==> src/rtl/health_manager_gen_pkg.sv <==
// health_pkg: shared encodings for the two-fighter health and match controller.
package health_pkg;
    typedef enum logic [1:0] {IDLE = 2'b00, FIGHT = 2'b01, KO = 2'b10, MATCH_OVER = 2'b11} state_e;
    typedef enum logic [1:0] {HIT_NONE = 2'b00, HIT_LIGHT = 2'b01, HIT_HEAVY = 2'b10, HIT_PROJ = 2'b11} hit_e;
    localparam logic [1:0] WIN_NONE = 2'b00;
    localparam logic [1:0] WIN_P1   = 2'b01;
    localparam logic [1:0] WIN_P2   = 2'b10;
    localparam logic [1:0] WIN_DRAW = 2'b11;
endpackage

==> src/rtl/health_manager_gen_if.sv <==
// health_manager_gen_if: hit-detection inputs and HUD-facing outputs of the health manager.
interface health_manager_gen_if #(
    parameter int HEALTH_W = 9,
    parameter int RW       = 2
);
    logic                start;
    logic [1:0]          hit_p1, hit_p2;
    logic                block_p1, block_p2;
    logic [HEALTH_W-1:0] health_p1, health_p2;
    logic [RW-1:0]       rounds_p1, rounds_p2;
    logic                hit_pulse_p1, hit_pulse_p2;
    logic                iframe_p1, iframe_p2;
    logic [1:0]          state;
    logic [1:0]          winner;
    modport master (
        output start, hit_p1, hit_p2, block_p1, block_p2,
        input  health_p1, health_p2, rounds_p1, rounds_p2, hit_pulse_p1, hit_pulse_p2,
               iframe_p1, iframe_p2, state, winner
    );
    modport slave (
        input  start, hit_p1, hit_p2, block_p1, block_p2,
        output health_p1, health_p2, rounds_p1, rounds_p2, hit_pulse_p1, hit_pulse_p2,
               iframe_p1, iframe_p2, state, winner
    );
endinterface

==> src/rtl/health_manager_gen_channel.sv <==
// fighter_health_channel: one fighter's health register, damage table, block halving,
// i-frame counter and hit pulse.
module fighter_health_channel
    import health_pkg::*;
#(
    parameter int HEALTH_W      = 9,
    parameter int MAX_HEALTH    = 400,
    parameter int DMG_LIGHT     = 5,
    parameter int DMG_HEAVY     = 10,
    parameter int DMG_PROJ      = 15,
    parameter int IFRAME_CYCLES = 8
) (
    input  logic                clk,
    input  logic                reset,
    input  logic                fight_i,
    input  logic                reload_i,
    input  logic                kill_i,
    input  logic [1:0]          hit_i,
    input  logic                block_i,
    output logic [HEALTH_W-1:0] health_o,
    output logic                next_health_zero_o,
    output logic                hit_pulse_o,
    output logic                iframe_o
);
    localparam int IW = $clog2(IFRAME_CYCLES + 2);
    localparam logic [HEALTH_W-1:0] FULL = HEALTH_W'(MAX_HEALTH);
    localparam logic [HEALTH_W-1:0] D_L  = HEALTH_W'(DMG_LIGHT);
    localparam logic [HEALTH_W-1:0] D_H  = HEALTH_W'(DMG_HEAVY);
    localparam logic [HEALTH_W-1:0] D_P  = HEALTH_W'(DMG_PROJ);
    localparam logic [IW-1:0]       IFR  = IW'(IFRAME_CYCLES);

    logic [HEALTH_W-1:0] health_q, health_d, base, dmg;
    logic [IW-1:0]       ifr_q, ifr_d;
    logic                pulse_q, apply;

    always_comb begin
        base     = (hit_i == HIT_LIGHT) ? D_L : (hit_i == HIT_HEAVY) ? D_H : (hit_i == HIT_PROJ) ? D_P : '0;
        dmg      = block_i ? base >> 1 : base;
        apply    = fight_i && hit_i != HIT_NONE && ifr_q == '0;
        health_d = reload_i ? FULL : !apply ? health_q : (health_q > dmg) ? health_q - dmg : '0;
        // A KO this cycle ends the fight, so no i-frames are carried into KO.
        ifr_d    = (reload_i || !fight_i || kill_i) ? '0 : apply ? IFR : (ifr_q != '0) ? ifr_q - IW'(1) : '0;
    end

    always_ff @(posedge clk) begin
        if (reset) begin
            health_q <= FULL;
            ifr_q    <= '0;
            pulse_q  <= 1'b0;
        end else begin
            health_q <= health_d;
            ifr_q    <= ifr_d;
            pulse_q  <= apply;
        end
    end

    assign health_o           = health_q;
    assign next_health_zero_o = fight_i && health_d == '0;
    assign hit_pulse_o        = pulse_q;
    assign iframe_o           = ifr_q != '0;
endmodule

==> src/rtl/health_manager_gen.sv <==
// health_manager_gen: two-fighter damage channels plus the best-of-N round/match FSM,
// KO hold counter and saturating round counters.
module health_manager_gen
    import health_pkg::*;
#(
    parameter int HEALTH_W       = 9,
    parameter int MAX_HEALTH     = 400,
    parameter int DMG_LIGHT      = 5,
    parameter int DMG_HEAVY      = 10,
    parameter int DMG_PROJ       = 15,
    parameter int IFRAME_CYCLES  = 8,
    parameter int KO_HOLD_CYCLES = 16,
    parameter int ROUNDS_TO_WIN  = 2
) (
    input  logic                 clk,
    input  logic                 reset,
    health_manager_gen_if.slave  bus
);
    localparam int RW = $clog2(ROUNDS_TO_WIN + 1);
    localparam int KW = $clog2(KO_HOLD_CYCLES + 2);
    localparam logic [RW-1:0] R_WIN   = RW'(ROUNDS_TO_WIN);
    localparam logic [KW-1:0] KO_LOAD = KW'(KO_HOLD_CYCLES);

    state_e        state_q;
    logic [1:0]    winner_q;
    logic [KW-1:0] ko_q;
    logic [RW-1:0] r1_q, r2_q;
    logic          z1, z2, fight, ko_now, ko_done, match_won, reload;

    assign fight     = state_q == FIGHT;
    assign ko_now    = fight && (z1 || z2);
    assign match_won = r1_q == R_WIN || r2_q == R_WIN;
    assign ko_done   = state_q == KO && ko_q == '0;
    assign reload    = ((state_q == IDLE || state_q == MATCH_OVER) && bus.start) || (ko_done && !match_won);

    fighter_health_channel #(
        .HEALTH_W(HEALTH_W), .MAX_HEALTH(MAX_HEALTH), .DMG_LIGHT(DMG_LIGHT),
        .DMG_HEAVY(DMG_HEAVY), .DMG_PROJ(DMG_PROJ), .IFRAME_CYCLES(IFRAME_CYCLES)
    ) u_p1 (
        .clk(clk), .reset(reset), .fight_i(fight), .reload_i(reload), .kill_i(ko_now),
        .hit_i(bus.hit_p1), .block_i(bus.block_p1), .health_o(bus.health_p1),
        .next_health_zero_o(z1), .hit_pulse_o(bus.hit_pulse_p1), .iframe_o(bus.iframe_p1)
    );

    fighter_health_channel #(
        .HEALTH_W(HEALTH_W), .MAX_HEALTH(MAX_HEALTH), .DMG_LIGHT(DMG_LIGHT),
        .DMG_HEAVY(DMG_HEAVY), .DMG_PROJ(DMG_PROJ), .IFRAME_CYCLES(IFRAME_CYCLES)
    ) u_p2 (
        .clk(clk), .reset(reset), .fight_i(fight), .reload_i(reload), .kill_i(ko_now),
        .hit_i(bus.hit_p2), .block_i(bus.block_p2), .health_o(bus.health_p2),
        .next_health_zero_o(z2), .hit_pulse_o(bus.hit_pulse_p2), .iframe_o(bus.iframe_p2)
    );

    always_ff @(posedge clk) begin
        if (reset) begin
            state_q  <= IDLE;
            winner_q <= WIN_NONE;
            ko_q     <= '0;
            r1_q     <= '0;
            r2_q     <= '0;
        end else begin
            case (state_q)
                IDLE, MATCH_OVER: if (bus.start) begin
                    state_q  <= FIGHT;
                    winner_q <= WIN_NONE;
                    r1_q     <= '0;
                    r2_q     <= '0;
                end
                FIGHT: if (ko_now) begin
                    state_q  <= KO;
                    ko_q     <= KO_LOAD;
                    winner_q <= (z1 && z2) ? WIN_DRAW : z2 ? WIN_P1 : WIN_P2;
                    // A double KO awards nothing and the round is replayed.
                    if (z2 && !z1 && r1_q != R_WIN) r1_q <= r1_q + RW'(1);
                    if (z1 && !z2 && r2_q != R_WIN) r2_q <= r2_q + RW'(1);
                end
                KO: if (ko_done) begin
                    if (match_won) state_q <= MATCH_OVER;
                    else state_q <= FIGHT;
                end else ko_q <= ko_q - KW'(1);
                default: state_q <= IDLE;
            endcase
        end
    end

    assign bus.state     = state_q;
    assign bus.winner    = winner_q;
    assign bus.rounds_p1 = r1_q;
    assign bus.rounds_p2 = r2_q;
endmodule

==> src/flat_wrapper.sv <==
// flat-port wrapper written by rule: the top's interface ports become plain ports
module health_manager_gen_flat import health_pkg::*;
#(
    parameter int HEALTH_W       = 9,
    parameter int MAX_HEALTH     = 400,
    parameter int DMG_LIGHT      = 5,
    parameter int DMG_HEAVY      = 10,
    parameter int DMG_PROJ       = 15,
    parameter int IFRAME_CYCLES  = 8,
    parameter int KO_HOLD_CYCLES = 16,
    parameter int ROUNDS_TO_WIN  = 2
)
  (clk, reset, bus_start, bus_hit_p1, bus_hit_p2, bus_block_p1, bus_block_p2, bus_health_p1, bus_health_p2, bus_rounds_p1, bus_rounds_p2, bus_hit_pulse_p1, bus_hit_pulse_p2, bus_iframe_p1, bus_iframe_p2, bus_state, bus_winner);
  health_manager_gen_if #(.HEALTH_W(HEALTH_W), .RW(2)) bus_i ();
  input  logic clk;
  input  logic reset;
  input wire logic [$bits(bus_i.start)-1:0] bus_start;
  input wire logic [$bits(bus_i.hit_p1)-1:0] bus_hit_p1;
  input wire logic [$bits(bus_i.hit_p2)-1:0] bus_hit_p2;
  input wire logic [$bits(bus_i.block_p1)-1:0] bus_block_p1;
  input wire logic [$bits(bus_i.block_p2)-1:0] bus_block_p2;
  output wire logic [$bits(bus_i.health_p1)-1:0] bus_health_p1;
  output wire logic [$bits(bus_i.health_p2)-1:0] bus_health_p2;
  output wire logic [$bits(bus_i.rounds_p1)-1:0] bus_rounds_p1;
  output wire logic [$bits(bus_i.rounds_p2)-1:0] bus_rounds_p2;
  output wire logic [$bits(bus_i.hit_pulse_p1)-1:0] bus_hit_pulse_p1;
  output wire logic [$bits(bus_i.hit_pulse_p2)-1:0] bus_hit_pulse_p2;
  output wire logic [$bits(bus_i.iframe_p1)-1:0] bus_iframe_p1;
  output wire logic [$bits(bus_i.iframe_p2)-1:0] bus_iframe_p2;
  output wire logic [$bits(bus_i.state)-1:0] bus_state;
  output wire logic [$bits(bus_i.winner)-1:0] bus_winner;
  assign bus_i.start = bus_start;
  assign bus_i.hit_p1 = bus_hit_p1;
  assign bus_i.hit_p2 = bus_hit_p2;
  assign bus_i.block_p1 = bus_block_p1;
  assign bus_i.block_p2 = bus_block_p2;
  assign bus_health_p1 = bus_i.health_p1;
  assign bus_health_p2 = bus_i.health_p2;
  assign bus_rounds_p1 = bus_i.rounds_p1;
  assign bus_rounds_p2 = bus_i.rounds_p2;
  assign bus_hit_pulse_p1 = bus_i.hit_pulse_p1;
  assign bus_hit_pulse_p2 = bus_i.hit_pulse_p2;
  assign bus_iframe_p1 = bus_i.iframe_p1;
  assign bus_iframe_p2 = bus_i.iframe_p2;
  assign bus_state = bus_i.state;
  assign bus_winner = bus_i.winner;
  health_manager_gen #(.HEALTH_W(HEALTH_W), .MAX_HEALTH(MAX_HEALTH), .DMG_LIGHT(DMG_LIGHT), .DMG_HEAVY(DMG_HEAVY), .DMG_PROJ(DMG_PROJ), .IFRAME_CYCLES(IFRAME_CYCLES), .KO_HOLD_CYCLES(KO_HOLD_CYCLES), .ROUNDS_TO_WIN(ROUNDS_TO_WIN)) u_core (.clk(clk), .reset(reset), .bus(bus_i));
endmodule
==> config.mk <==
export PLATFORM = sky130hd
export DESIGN_NAME = health_manager_gen_flat
export DESIGN_NICKNAME = d
export VERILOG_FILES = /design/src/rtl/health_manager_gen_pkg.sv /design/src/rtl/health_manager_gen_if.sv /design/src/rtl/health_manager_gen_channel.sv /design/src/rtl/health_manager_gen.sv /design/src/flat_wrapper.sv
export SDC_FILE = /design/constraint.sdc
export NUM_CORES = 1
export LEC_CHECK = 0
export CORE_MARGIN = 2
export CORE_UTILIZATION = 45
export CTS_BUF_LIST = sky130_fd_sc_hd__clkbuf_4
export CTS_CLUSTER_DIAMETER = 80
export CTS_CLUSTER_SIZE = 12
export DETAILED_ROUTE_END_ITERATION = 10
export HOLD_SLACK_MARGIN = 0.08
export PLACE_DENSITY_LB_ADDON = 0.2
export SYNTH_ARGS = -nofsm -noshare
export SYNTH_HDL_FRONTEND = slang
export SYNTH_SLANG_ARGS = --single-unit
==> constraint.sdc <==
create_clock -name clk -period 4.65 [get_ports clk]
set_input_delay 0.93 -clock clk [delete_from_list [all_inputs] [get_ports clk]]
set_output_delay 0.93 -clock clk [all_outputs]
set_load 0.02 [all_outputs]
## After elaboration in Yosys (flattened, before gate mapping)

Index checks and enable logic that the tools add are counted.

| storage, ports and cells | value |
|---|---|
| flip-flop bits (word level) | 41 |
| input bits | 9 |
| output and inout port bits | 30 |
| logic and storage cells | 126 |

| operators by class | value |
|---|---|
| $add $sub $neg | 7 |
| magnitude comparators | 2 |
| eq/ne operators | 19 |
| mux-type cells | 37 |
| bitwise operators | 2 |
| reduce and logical (&&, ||, !) cells | 46 |

Operators by type and width:

| operator | number |
|---|---|
| 9-bit two-way mux | 6 |
| 4-bit two-way mux | 12 |
| 2-bit two-way mux | 12 |
| 9-bit by 4-bit greater-than comparator with 1-bit output | 2 |
| 9-bit logical NOT | 2 |
| 9-bit by 4-bit subtractor with 9-bit output | 2 |
| 2-bit equality test, second input constant | 8 |
| 1-bit logical AND | 15 |
| 2-bit != test, second input constant | 7 |
| 2-bit case mux with 2 select lines | 3 |
| 5-bit two-way mux | 2 |
| 5-bit case mux with 2 select lines | 1 |
| 3-bit AND reduction | 3 |
| 4-bit logical NOT | 2 |
| 4-bit AND reduction | 2 |
| 2-bit nonzero test | 4 |
| 4-bit nonzero test | 2 |
| 4-bit OR reduction | 2 |
| 4-bit by 1-bit subtractor with 4-bit output, second input constant | 2 |
| 2-bit by 1-bit equality test with 1-bit output, second input constant | 3 |
| 1-bit logical OR | 6 |
| 2-bit case mux with 3 select lines | 1 |
| 5-bit logical NOT | 1 |
| 5-bit by 1-bit subtractor with 5-bit output, second input constant | 1 |
| 6 further kinds | 12 |

## Longest topological paths before layout

| logic depth | value |
|---|---|
| word-level depth | 17 |
| gate-level depth with buffers | 14 |
| depth with buffers taken out | 13 |

## Modules after synthesis

Synthesis repeated with hierarchy kept, for this count alone.

| unflattened totals | value |
|---|---|
| cells, all modules | 318 |
| area total of the unflattened synthesis | 2,691.3 µm² |

By module, submodules not included:

| module | times used | cells an instance | area each (µm²) | seq. area each (µm²) |
|---|---|---|---|---|
| fighter_health_channel at u_core.u_p2 | 1 | 119 | 984.7 | 280.3 |
| health_manager_gen | 1 | 97 | 862.1 | 260.2 |
| fighter_health_channel at u_core.u_p1 | 1 | 102 | 844.6 | 280.3 |

## Worst setup path before layout

Ideal clock, no wire load.

| timing path | value |
|---|---|
| kind | input-to-reg |
| start point | input bus_block_p1 |
| end point | register u_core.state_q[0], in the netlist u_core.bus.state[0] |
| setup time | 0.123 ns |
| data arrival time | 3.864 ns |
| data required time | 4.527 ns |
| path slack | 0.663 ns |
| stages on the path | 13 |
| path buffers | 0 |
| path through | mux2i_1 > inv_1 > ha_1 > inv_1 > fa_1 > a211o_1 > a2111oi_0 > xor2_1 > a311o_1 > a211oi_2 > nor3b_2 > a211oi_2 > mux2_1 |

| between the ends | value |
|---|---|
| cells in the longest elaborated chain, start to end | 11 |
| elaborated cells between the ends (all ways) | 12 |
| classes of those cells | add/sub: 1; order compare: 1; eq/ne: 1; mux: 4; reduce/logical: 5 |

RTL lines:

| element | RTL line | source |
|---|---|---|
| start: declaration | flat_wrapper.sv:20 | `input wire logic [$bits(bus_i.block_p1)-1:0] bus_block_p1;` |
| 4-bit two-way mux (*) | health_manager_gen_channel.sv:38 | `dmg = block_i ? base >> 1 : base;` |
| 9-bit by 4-bit subtractor with 9-bit output or 9-bit by 4-bit greater-than comparator with 1-bit output (tied branches) | health_manager_gen_channel.sv:40 | `health_d = reload_i ? FULL : !apply ? health_q : (health_q > dmg) ? health_q - dmg : '0;` |
| 9-bit two-way mux (*) (3 in a row) | health_manager_gen_channel.sv:40 |  |
| 9-bit logical NOT (*) | health_manager_gen_channel.sv:58 | `assign next_health_zero_o = fight_i && health_d == '0;` |
| 1-bit logical AND (*) | health_manager_gen_channel.sv:58 |  |
| 1-bit logical OR (*) | health_manager_gen.sv:31 | `assign ko_now = fight && (z1 \|\| z2);` |
| 1-bit logical AND (*) | health_manager_gen.sv:31 |  |
| 2-bit != test (no line) (*) | - |  |
| 3-bit AND reduction (no line) (*) | - |  |
| end signal: assignment | health_manager_gen.sv:56 | `state_q <= IDLE;` |
| end signal: assignment | health_manager_gen.sv:64 | `state_q <= FIGHT;` |
| end signal: assignment | health_manager_gen.sv:70 | `state_q <= KO;` |
| end: declaration | health_manager_gen.sv:24 | `state_e state_q;` |

Every way passes the cells marked *; elsewhere a longest branch is shown, timed or not.
A chain may end at the register's enable or synchronous reset.

## Worst setup path in the final report

| timing path | value |
|---|---|
| start point | input bus_block_p1 |
| end point | register u_core.ko_q[1] |

| between the ends | value |
|---|---|
| cells in the longest elaborated chain, start to end | 11 |
| elaborated cells between the ends (all ways) | 12 |
| classes of those cells | add/sub: 1; order compare: 1; eq/ne: 1; mux: 4; reduce/logical: 5 |

RTL lines:

| element | RTL line | source |
|---|---|---|
| 4-bit two-way mux (*) | health_manager_gen_channel.sv:38 |  |
| 9-bit by 4-bit subtractor with 9-bit output or 9-bit by 4-bit greater-than comparator with 1-bit output (tied branches) | health_manager_gen_channel.sv:40 |  |
| 9-bit two-way mux (*) (3 in a row) | health_manager_gen_channel.sv:40 |  |
| 9-bit logical NOT (*) | health_manager_gen_channel.sv:58 |  |
| 1-bit logical AND (*) | health_manager_gen_channel.sv:58 |  |
| 1-bit logical OR (*) | health_manager_gen.sv:31 |  |
| 1-bit logical AND (*) | health_manager_gen.sv:31 |  |
| 2-bit != test (no line) (*) | - |  |
| 3-bit AND reduction (no line) (*) | - |  |
| end signal: assignment | health_manager_gen.sv:80 | `end else ko_q <= ko_q - KW'(1);` |
| end: declaration | health_manager_gen.sv:26 | `logic [KW-1:0] ko_q;` |

Marks and branches as above.

==> run metrics <==
Peak VDD IR 0.252 mV; Root Buffer clkbuf_4; total grt overflow 0; Core ar. 5610 um2; Die Y 80.8 um; Critical Path RT 4.93 ns; Largest stage delay, worst path 0.51 ns; Post-Syn Area 2650 um2; vias per cell 5.64; Post-CTS Setup Bufs 0; Die Wd 80.8 um; Leak Pwr 1.23 nW; CTS tree built; global-route wire length before repair 10.5 mm; slowest CP cell fa_1; Synth-to-Final Area Change 21.8%; Worst setup EP type flip-flop; Setup violations, final 0; Die Footprint 6530 um2; pre-CTS setup slack -0.0877 ns; Antenna Cells 0; port bufs 38; Least-Margin Pin Slew 0.578 ns; top cell type's share of synthesized area 0.309; share of cells above drive strength 1 0.0921; Worst R2R End u_core.ko_q[1]; CTS Buffer Depth 2; part of the cycle the worst path needs 0.925; CTS Hold Bufs 0; Final Non-Filler Cells 441; Slew HR 0.615; fmax 232 MHz; # clock sinks 41; hpwl dp 4.69 mm; xor-xnor portion of the synthesized cell area 0.0495; Yosys cell types 58; P per Cell Area 370 nW/um2; clock transition at the registers of the reported paths 0.12 ns; MaxCap Viol Count 0; Post-Synth Simple-Gate Area 0.264; worst r2r src u_core.u_p1.health_o[0]; Post-synth EDFFs 0; Worst R2R Setup Slack 1.20 ns; post-layout util 0.576; worst reg2reg path depth 13; post-synthesis sequential area ratio 0.309; adder-cell share of the synthesized area 0.105; largest net degree at the start of global routing 17; CTS buffer count 5; post-synthesis mux area share 0.0269; asr flop ratio synth 0; Top-Level Pins 39; worst hold start u_core.u_p1.ifr_q[0]; fin crit period 4.30 ns; crit path launch bus_block_p1; H-tree levels 2; post-cts sizing count 0; Clk Latency, worst-skew pair 0.35 ns; Mapped Cells 321; largest family of logic cells by synthesized area simple AND/OR/NAND/NOR gates; Clock Skew 0.0178 ns; dominant synthesized flop cell dfxtp_1; Placer Congestion 0.913; placed cells 433; outcome finished clean; final critical-path setup slack 0.347 ns; Final nets 398; Net Count, Synth 351; crit-path max FO 8; final hold violation count 0; crit path DAT 4.58 ns; drt total wl 6.19 mm; CP Launch Type input pin; initial antenna violation count 0; Mean Syn Cell Area 8.27 um2; DRT Pass-1 Iters 5; initial DRC count 176; Compound-Gate Fraction of Synth Area 0.197; Yosys top cell by area dfxtp_1; ANT nets after route 0; worst min path class reg -> reg; crit-path cells clkdlybuf4s50_1 -> nand2b_1 -> a21boi_0 -> fa_1 -> a211o_1 -> a2111oi_1 -> xor2_1 -> a311o_1 -> a211oi_2 -> nor3b_2 -> buf_4 -> a21oi_1 -> mux2i_1; FF+latch count, synth 41; Synth area leaders dfxtp_1 (31%), ha_1 (9.0%), a21oi_1 (4.1%); initial core utilization 0.473; Site Rows 27; yosys warns 0; critical path type in -> reg; DRC Markers 0; number of global-route vias before repair 2320; Via Count 2486; unrepaired setup endpoints after global routing false; GRT Overall Usage 0.202; Wirelength per Cell 14.0 um; Final Max Tran Viols 0; CP endpoint u_core.ko_q[1]
-- synthesized netlist by cell type (4+ instances only) --
master / count
xnor2_1: 9
o21ai_0: 16
clkbuf_1: 9
nand2_1: 24
nand3_1: 4
dfxtp_1: 41
xor2_1: 6
nor2b_1: 6
inv_1: 23
nor2_1: 25
mux2i_1: 6
ha_1: 19
a21oi_1: 22
nand2b_1: 6
nand4_1: 7
or2_2: 6
nor3_1: 14
or3_1: 9
-- power by group --
group	leakage [nW]	total, mW	switching (mW)	internal (mW)
sequential	0.332	0.422	0.0375	0.384
combinational	0.863	0.594	0.340	0.255
clock	0.0354	0.181	0.117	0.0636
-- registers in the layout, summed over array words and instances, names as in the netlist --
register	count
u_core.u_p1.ifr_q	4
u_core.bus.rounds_p1	2
u_core.u_p2.hit_pulse_o	1
u_core.bus.winner	2
u_core.u_p1.health_o	9
u_core.ko_q	5
u_core.u_p2.ifr_q	4
u_core.bus.state	2
u_core.u_p2.health_o	9
u_core.u_p1.hit_pulse_o	1
u_core.bus.rounds_p2	2
-- through the flow --
step	area (um2)	TNS, ns	hold slack, ns	power, mW
floorplan	2650	0	0.416	0.822
global placement	3180	-0.125	0.432	1.02
detailed placement	3180	-0.315	0.435	1.02
CTS	3230	0	0.452	1.21
global route	3230	0	0.490	1.29
finish	3230	0	0.452	1.20
-- cell usage in the layout (no fill, tap or decap), types with 3 or more instances in the layout --
cell / count
clkdlybuf4s50_1: 38
clkbuf_4: 6
inv_1: 23
or2_2: 6
nor3_1: 14
ha_1: 19
nand3_1: 4
nor4_1: 3
buf_4: 12
and2_1: 3
and3_1: 3
dfxtp_1: 41
a21boi_0: 3
xnor2_1: 9
a211o_1: 3
o21ai_0: 16
mux2i_1: 6
a21oi_1: 22
nor2b_1: 6
xor2_1: 6
nand4_1: 7
or3_1: 9
a21o_1: 3
nor2_1: 25
nand2_1: 24
nand2b_1: 6
-- critical path, delay by kind of cell --
family	cells	cell delay, ns
buf+inv	2	0.63
xor+xnor	1	0.15
mux	1	0.21
compound gates	6	1.85
fa+ha+maj	1	0.51
simple gates	2	0.30
-- layout make-up --
cell class | count | area, um2
Tap cell | 72 | 90.1
Clock inverter | 2 | 10.0
Multi-Input combinational cell | 246 | 1710
Inverter | 24 | 90.1
Sequential cell | 41 | 821
Clock buffer | 6 | 45.0
Timing Repair Buffer | 50 | 470
Fill cell | 552 | 2380
-- cell families (layout without fill, tap and decap cells) --
family,count (synthesis),after routing
DFF,41,41
and+or+nand+nor,127,127
buffers and inverters,34,82
adders and majority gates,21,21
AOI/OAI and AO/OA,76,76
muxes,7,7
xor gates and xnor gates,15,15
-- layer usage --
layer | vias up | track usage | part of all wire
li1 | 1258 | - | -
met1 | 1157 | 0.275 | 0.47
met2 | 69 | 0.333 | 0.48
met3 | 2 | 0.0378 | 0.045
met4 | 0 | 0.0492 | 0.0052
met5 | - | 0 | 0
-- worst min path at each step --
stage	endpoint	slack, ns	cells after the start
after detailed placement	u_core.u_p1.ifr_q[0]	0.43	1
final	u_core.u_p1.ifr_q[0]	0.45	1
after global placement	u_core.u_p2.ifr_q[0]	0.43	1
after floorplan	u_core.u_p1.ifr_q[0]	0.42	1
after CTS	u_core.u_p1.ifr_q[0]	0.45	1
after global routing	u_core.u_p2.ifr_q[0]	0.49	1
No activity file was read; power rests on OpenSTA's default activity.
